**config.mk**
```make
export PLATFORM = sky130hd
export DESIGN_NAME = alu_instruction_assembler
export DESIGN_NICKNAME = d
export VERILOG_FILES = /design/src/rtl/alu_instruction_assembler.sv
export SDC_FILE = /design/constraint.sdc
export NUM_CORES = 1
export LEC_CHECK = 0
export CORE_AREA = 2 2 61 106
export DETAILED_ROUTE_END_ITERATION = 12
export DIE_AREA = 0 0 63 108
export PLACE_DENSITY = 0.84
export SYNTH_ARGS = -nofsm -noshare
export SYNTH_HDL_FRONTEND = slang
export SYNTH_SLANG_ARGS = --single-unit
```
**constraint.sdc**
```tcl
create_clock -name clk -period 2.1 [get_ports clk]
set_input_delay 0.315 -clock clk [delete_from_list [all_inputs] [get_ports clk]]
set_output_delay 0.315 -clock clk [all_outputs]
set_load 0.005 [all_outputs]
```
**src/rtl/alu_instruction_assembler.sv**
```systemverilog
// Assembles decoded ALU control fields into 16-bit instruction words and streams
// them into instruction memory through a single-entry write register.
module alu_instruction_assembler #(
  parameter int unsigned ADDR_W     = 8,
  parameter logic [3:0]  INC_OPCODE = 4'hE,
  parameter logic [3:0]  NOP_OPCODE = 4'h0
) (
  input  logic              clk,
  input  logic              rst_n,
  input  logic              start,
  input  logic [ADDR_W-1:0] base_addr,
  input  logic              in_valid,
  output logic              in_ready,
  input  logic [1:0]        in_kind,
  input  logic [3:0]        in_alu_op,
  input  logic [3:0]        in_a_select,
  input  logic [3:0]        in_b_select,
  input  logic [3:0]        in_out_select,
  input  logic [15:0]       in_imm,
  output logic              mem_we,
  output logic [ADDR_W-1:0] mem_addr,
  output logic [15:0]       mem_wdata,
  input  logic              mem_ready,
  output logic [ADDR_W:0]   count,
  output logic              busy,
  output logic              error,
  output logic [1:0]        error_code
);

  localparam logic [1:0] S_IDLE = 2'd0;
  localparam logic [1:0] S_RUN  = 2'd1;
  localparam logic [1:0] S_FULL = 2'd2;
  localparam logic [1:0] S_ERR  = 2'd3;

  localparam logic [ADDR_W-1:0] ADDR_ONE = ADDR_W'(1);
  localparam logic [ADDR_W:0]   CNT_ONE  = (ADDR_W+1)'(1);
  localparam logic [ADDR_W:0]   CAPACITY = CNT_ONE << ADDR_W;

  logic [1:0]        state_q, state_d;
  logic              we_q, we_d;
  logic [ADDR_W-1:0] addr_q, addr_d;
  logic [15:0]       wdata_q, wdata_d;
  logic [ADDR_W:0]   count_q, count_d;
  logic [ADDR_W:0]   issued_q, issued_d;
  logic              error_q, error_d;
  logic [1:0]        code_q, code_d;

  logic        accept, commit;
  logic        bad_kind, imm_bad, reg_bad;
  logic [1:0]  req_code;
  logic [15:0] enc_word;

  assign in_ready   = (state_q == S_RUN) & ~start & (~we_q | mem_ready);
  assign busy       = (state_q == S_RUN) | we_q;
  assign mem_we     = we_q;
  assign mem_addr   = addr_q;
  assign mem_wdata  = wdata_q;
  assign count      = count_q;
  assign error      = error_q;
  assign error_code = code_q;

  assign accept = in_valid & in_ready;
  assign commit = we_q & mem_ready;

  always_comb begin
    bad_kind = (in_kind == 2'd3) ||
               ((in_kind == 2'd1) && ((in_alu_op == INC_OPCODE) || (in_alu_op == NOP_OPCODE)));
    // Immediate fits in 8 signed bits only when bits [15:7] are a pure sign extension.
    imm_bad  = (in_kind == 2'd2) && !((&in_imm[15:7]) || !(|in_imm[15:7]));
    reg_bad  = (in_kind == 2'd2) && (in_a_select != in_out_select);
    if (bad_kind)     req_code = 2'd1;
    else if (imm_bad) req_code = 2'd2;
    else if (reg_bad) req_code = 2'd3;
    else              req_code = 2'd0;

    case (in_kind)
      2'd1:    enc_word = {in_alu_op, in_a_select, in_b_select, in_out_select};
      2'd2:    enc_word = {INC_OPCODE, in_imm[7:0], in_out_select};
      default: enc_word = {NOP_OPCODE, 12'h000};
    endcase
  end

  always_comb begin
    state_d  = state_q;
    we_d     = we_q;
    addr_d   = addr_q;
    wdata_d  = wdata_q;
    count_d  = count_q;
    issued_d = issued_q;
    error_d  = error_q;
    code_d   = code_q;
    if (start) begin
      state_d  = S_RUN;
      we_d     = 1'b0;
      addr_d   = base_addr;
      count_d  = '0;
      issued_d = '0;
      error_d  = 1'b0;
      code_d   = '0;
    end else begin
      // Committing first lets an accept in the same cycle target the following address.
      if (commit) begin
        addr_d = addr_q + ADDR_ONE;
        we_d   = 1'b0;
        if (count_q != CAPACITY) count_d = count_q + CNT_ONE;
      end
      if (accept) begin
        if (req_code != 2'd0) begin
          error_d = 1'b1;
          code_d  = req_code;
          state_d = S_ERR;
        end else begin
          we_d     = 1'b1;
          wdata_d  = enc_word;
          issued_d = issued_q + CNT_ONE;
          if (issued_q + CNT_ONE == CAPACITY) state_d = S_FULL;
        end
      end
    end
  end

  always_ff @(posedge clk or negedge rst_n) begin
    if (!rst_n) begin
      state_q  <= S_IDLE;
      we_q     <= 1'b0;
      addr_q   <= '0;
      wdata_q  <= '0;
      count_q  <= '0;
      issued_q <= '0;
      error_q  <= 1'b0;
      code_q   <= '0;
    end else begin
      state_q  <= state_d;
      we_q     <= we_d;
      addr_q   <= addr_d;
      wdata_q  <= wdata_d;
      count_q  <= count_d;
      issued_q <= issued_d;
      error_q  <= error_d;
      code_q   <= code_d;
    end
  end

endmodule
```
# After elaboration in Yosys (flattened, before gate mapping)
# Index checks and enable logic that the tools add are counted.
# totals
romBits	0
elab_cells	77
inputBits	47
regBits	48
output_inout_bits	39
latch_bits	0
ram_bits	0
n_memories	0
# classes
n_eq_ne	9
bitwise	9
order_cmp	0
n_addsub	3
mux	26
div_mod_pow	0
shift	0
multipliers	0
n_reduce_logical	22
# ops
operator	count
$mux 9	6
$pmux 16 s2	1
$mux 2	10
$add 9x1->9 const B	2
$mux 8	2
$reduce_bool 2->1	5
$eq 9x9->1 const B	1
$ne 9x9->1 const B	1
$reduce_and 9->1	1
$reduce_or 9->1	1
$add 8x1->8 const B	1
$reduce_and 2->1	4
$mux 1	7
$and 1x1->1	4
$eq 2x1->1 const B	2
$eq 2x2->1 const B	2
$eq 4x4->1 const B	1
$logic_not 4->1	1
$ne 4x4->1	1
$logic_and 1x1->1	3
$logic_or 1x1->1	3
$not 1->1	3
$reduce_and 3->1	1
$reduce_bool 3->1	1
other kinds (3)	5

# Longest topological paths before layout
# depth
ltp_word	11
mapped_depth	8

# Worst setup path before layout
# No wires, ideal clock.
# synth_timing
path_type	input -> register
startpoint	input port in_imm[9]
endpoint	register issued_q[2]
setup_ns	0.126
t_arrival_ns	1.908
path_slack_ns	0.066
stages	5
n_path_buf	0
cell_sequence	or4_4 -> nor4_4 -> o2111a_4 -> a21oi_4 -> a221o_1
# synth_between
elab_chain_cells	10
elab_cells_between_ends	11
cone_classes	eq/ne (1); mux (2); reduce/logical (8)
# synth_rtl
item	line_no	source
start, declared	19	input logic [15:0] in_imm,
$reduce_or 9->1	69	imm_bad = (in_kind == 2'd2) && !((&in_imm[15:7]) || !(|in_imm[15:7]));
$logic_not 1->1	69	
$logic_or 1x1->1 *	69	
$logic_not 1->1 *	69	
$logic_and 1x1->1 *	69	
$mux 2 *	72	else if (imm_bad) req_code = 2'd2;
$mux 2 *	71	if (bad_kind) req_code = 2'd1;
$reduce_bool 2->1 *	108	if (req_code != 2'd0) begin
$ne 2x2->1 (no line) *	n/a	
$reduce_and 2->1 (no line) *	n/a	
end signal, assigned	138	issued_q <= issued_d;
end, declared	44	logic [ADDR_W:0] issued_q, issued_d;
# Mark *: on every way between the ends. The rest lies on a longest branch, timed or not.
# A chain may end at the register's enable or synchronous reset.

# Final worst setup path
# layout_timing
startpoint	input port in_imm[14]
endpoint	register wdata_q[1] (netlist: mem_wdata[1])
# layout_between
elab_chain_cells	10
elab_cells_between_ends	11
cone_classes	mux (2); bitwise (1); reduce/logical (8)
# layout_rtl
item	line_no	source
$reduce_or 9->1	69	
$logic_not 1->1	69	
$logic_or 1x1->1 *	69	
$logic_not 1->1 *	69	
$logic_and 1x1->1 *	69	
$mux 2 *	72	
$mux 2 *	71	
$reduce_bool 2->1 *	108	
$not 1->1 (no line) *	n/a	
$reduce_and 3->1 (no line) *	n/a	
end signal, assigned	136	wdata_q <= wdata_d;
end, declared	42	logic [15:0] wdata_q, wdata_d;
# Marks and branches as above.

==> out/results.ini <==
[floorplan]
start_util=0.460
die_h_um=108
io-pin-count=86
die_area_sq_um=6800
rows=37
core_area_sq_um=5880
die_w_um=63

[route]
detail_route.wl_per_cell_um=17.2
drc_errors=0
drt-initial-drc-count=207
vias=2718
antenna_left=0
finalWirelength_um=8150
dr.pass1.iters=5
viasPerCell=5.72

[finish]
final_nets=450
fillers=433
syn_to_final_growth_pct=55.0
drive_gt1_frac=0.196
n_antenna_cell=0
utilization=0.713
final_cell_area_sq_um=4190

[sta]
finalSetupTns_ps=0
finalCriticalPeriod_ps=2050
slew-limit-headroom=0.639
setup_viol=0
worst_pin_slew_ps=541
hold_viol=0
finClkSkew_ps=10.0
timing.hold.ws_ps=421
setup_ws_ps=49.7
slew_viol_final=0
period_share=0.976
clock.fmax_mhz=488

[clock_network]
cts_buffer_depth=2
cts_buffers=5
cts_sinks=48
clock_latency_ps=300
cts_tree=done
path_clk_slew_ps=90
htree_levels=2
root_buffer=clkbuf_8

[place]
hpwl_um=5760
post_dp_cell_area_sq_um=3840
place_worst_setup_slack_ps=-457
io_buffers=85
gp_congestion=0.877

[synthesis]
synth_fp_nets=333
yosys_warnings=0
yosysTopAreaCellShare=0.444
synth.distinct_cells=48
synth_cells=279
ys_seq_elements=48
synth_flop_cell=dfrtp_1
yosysTopAreaCell=dfrtp_1
seq_area_frac_synth=0.444
synth_area_leaders=dfrtp_1 44%, a21oi_1 5.7%, xor2_1 5.5%, o21ai_0 4.3%, nand2_1 3.3%
netlist_area_sq_um=2700
synth_common_cells=48 x dfrtp_1, 31 x a21oi_1, 24 x nand2_1
ys_async_sr_fraction=1.00
post-synth-top-count-cell=dfrtp_1
syn_area_per_cell_sq_um=9.69
synth_edf_count=0

[critical_path]
critPathMaxStageDelay_ps=490
r2r_end=state_q[0]$_DFFE_PN0P_
r2r_cells=6
crit_slowest_cell=or4_4
cp-end-kind=flop
critPathTopFamily=simple AND/OR/NAND/NOR gates
path_class=in -> reg
worstSetupStartpointType=input pin
worstPathCellList=dlygate4sd2_1 > or4_4 > nor4_4 > buf_4 > o2111ai_4 > buf_12 > buf_6 > o21ai_1 > o31ai_2
rr_startpoint=issued_q[2]$_DFFE_PN0P_
path_max_fanout=7
worstPathRequired_ps=2280
rrSetupSlack_ps=130
crit_arrival_ps=2230
critPathBufInv=4

[global_routing]
grt_usage=0.244
grt_start_max_net_pins=25
grt_pass1_vias=2780
grt_overflow_total=0
antenna_found_initial=0
grt_pass1_wl_um=13200

[power_and_ir_drop]
ir_drop_mv=0.544
powerDensity_nw_per_um2=591
p_leak_nw=1.78

[run_status]
status=completed

[hold_path]
hold_start=in_out_select[2]
hold_path.class=in -> reg
hold_path_depth=3
holdPathEnd=mem_wdata[2]$_DFFE_PN0P_

[job]
max_cap_viol_count=0

-- layout make-up --
class	instances	area [sq um]	share of cell area
Timing Repair Buffer	124	1220	0.290
Sequential cell	48	1200	0.287
Inverter	7	26.3	0.00627
Multi-Input combinational cell	210	1530	0.366
Clock inverter	3	46.3	0.0110
Tap cell	78	97.6	0.0233
Clock buffer	5	68.8	0.0164
-- state kept, by name, summed over array words and instances, names as in the netlist --
name,count
count,9
error,1
error_code,2
issued_q,9
mem_addr,8
mem_wdata,16
mem_we,1
state_q,2
-- cells by family (layout without fill, tap and decap cells) --
family                     count (synthesis)  in the layout  share of synthesized area
AOI/OAI and AO/OA                         95             95                      0.240
and+or+nand+nor                           86             86                      0.174
DFF                                       48             48                      0.444
buffers and inverters                     21            139                     0.0366
xor gates and xnor gates                  20             20                     0.0648
adders and majority gates                  7              7                     0.0324
muxes                                      2              2                    0.00787
-- layer usage --
| layer | vias to the layer above | wire length [um] | global-route usage |
|---|---|---|---|
| li1 | 1251 | - | - |
| met1 | 1353 | 2960 | 0.274 |
| met2 | 92 | 4720 | 0.467 |
| met3 | 22 | 256 | 0.0208 |
| met4 | 0 | 213 | 0.0952 |
| met5 | - | 0 | 0 |
-- worst register-to-register path, stage by stage (launching register included) --
cell and delay [ps]:
dfrtp_1 460, nand3_1 130, buf_4 170, o21ai_0 320
o211ai_1 160, a211o_1 310, a221o_1 310
-- power breakdown --
| part | internal (mW) | switching (mW) | total [mW] |
|---|---|---|---|
| Combinational | 0.396 | 0.291 | 0.687 |
| Sequential | 1.02 | 0.0787 | 1.10 |
| Clock | 0.359 | 0.332 | 0.691 |
-- worst max-delay path by stage --
| stage | startpoint | endpoint | slack, ps | cells after the start |
|---|---|---|---|---|
| 6_report | in_imm[14] | mem_wdata[1]$_DFFE_PN0P_ | 50 | 9 |
| 2_1_floorplan | in_imm[9] | issued_q[2]$_DFFE_PN0P_ | 70 | 5 |
| 5_1_grt | in_imm[8] | mem_wdata[1]$_DFFE_PN0P_ | -8 | 9 |
| 4_1_cts | in_imm[14] | mem_wdata[0]$_DFFE_PN0P_ | 1 | 9 |
| 3_3_place_gp | in_imm[9] | mem_wdata[0]$_DFFE_PN0P_ | -380 | 7 |
| 3_5_place_dp | in_imm[9] | mem_wdata[3]$_DFFE_PN0P_ | -460 | 7 |
-- metrics by stage --
step | instances | total power [mW]
after floorplan | 279 | 1.32
after global placement | 461 | 1.71
after global routing | 475 | 2.59
after CTS | 475 | 2.46
final | 475 | 2.48
after detailed placement | 461 | 1.74
-- repair_timing --
action / CTS / global route
resized for setup: 28 / 19
hold buffers: 1 / 0
pin swaps: 7 / 5
endpoints found under the setup margin: 26 / 27
cloned: 2 / 0
buffers inserted: 3 / 0
endpoints found under the hold margin: 5 / 0
-- layout by cell type, fill, tap and decap left out, types with 2 or more instances in the layout --
cell type / Yosys / layout
clkdlybuf4s50_1: 0 / 74
dfrtp_1: 48 / 48
a21oi_1: 31 / 31
buf_4: 3 / 31
nand2_1: 24 / 24
o21ai_0: 23 / 17
xor2_1: 17 / 15
nor2_1: 12 / 12
a22oi_1: 9 / 9
nand3_1: 8 / 8
inv_1: 7 / 7
nor2b_1: 6 / 6
and3_1: 6 / 6
ha_1: 7 / 6
dlymetal6s2s_1: 0 / 6
nand2b_1: 5 / 5
clkbuf_8: 0 / 5
nand4_1: 4 / 4
nor3_1: 6 / 4
o21ai_2: 0 / 4
a221o_1: 4 / 4
nor4b_2: 0 / 3
a21o_1: 3 / 3
xnor2_1: 3 / 3
o31ai_2: 0 / 3
buf_6: 1 / 3
nor3_2: 0 / 2
o31ai_4: 0 / 2
xor2_2: 0 / 2
a211oi_2: 0 / 2
o211ai_1: 2 / 2
or3_1: 3 / 2
a211o_1: 2 / 2
nor4b_1: 5 / 2
o2111ai_1: 2 / 2
clkdlybuf4s15_1: 0 / 2
dlygate4sd2_1: 0 / 2
buf_12: 0 / 2
Note: power is estimated with default switching activity, not from simulation.
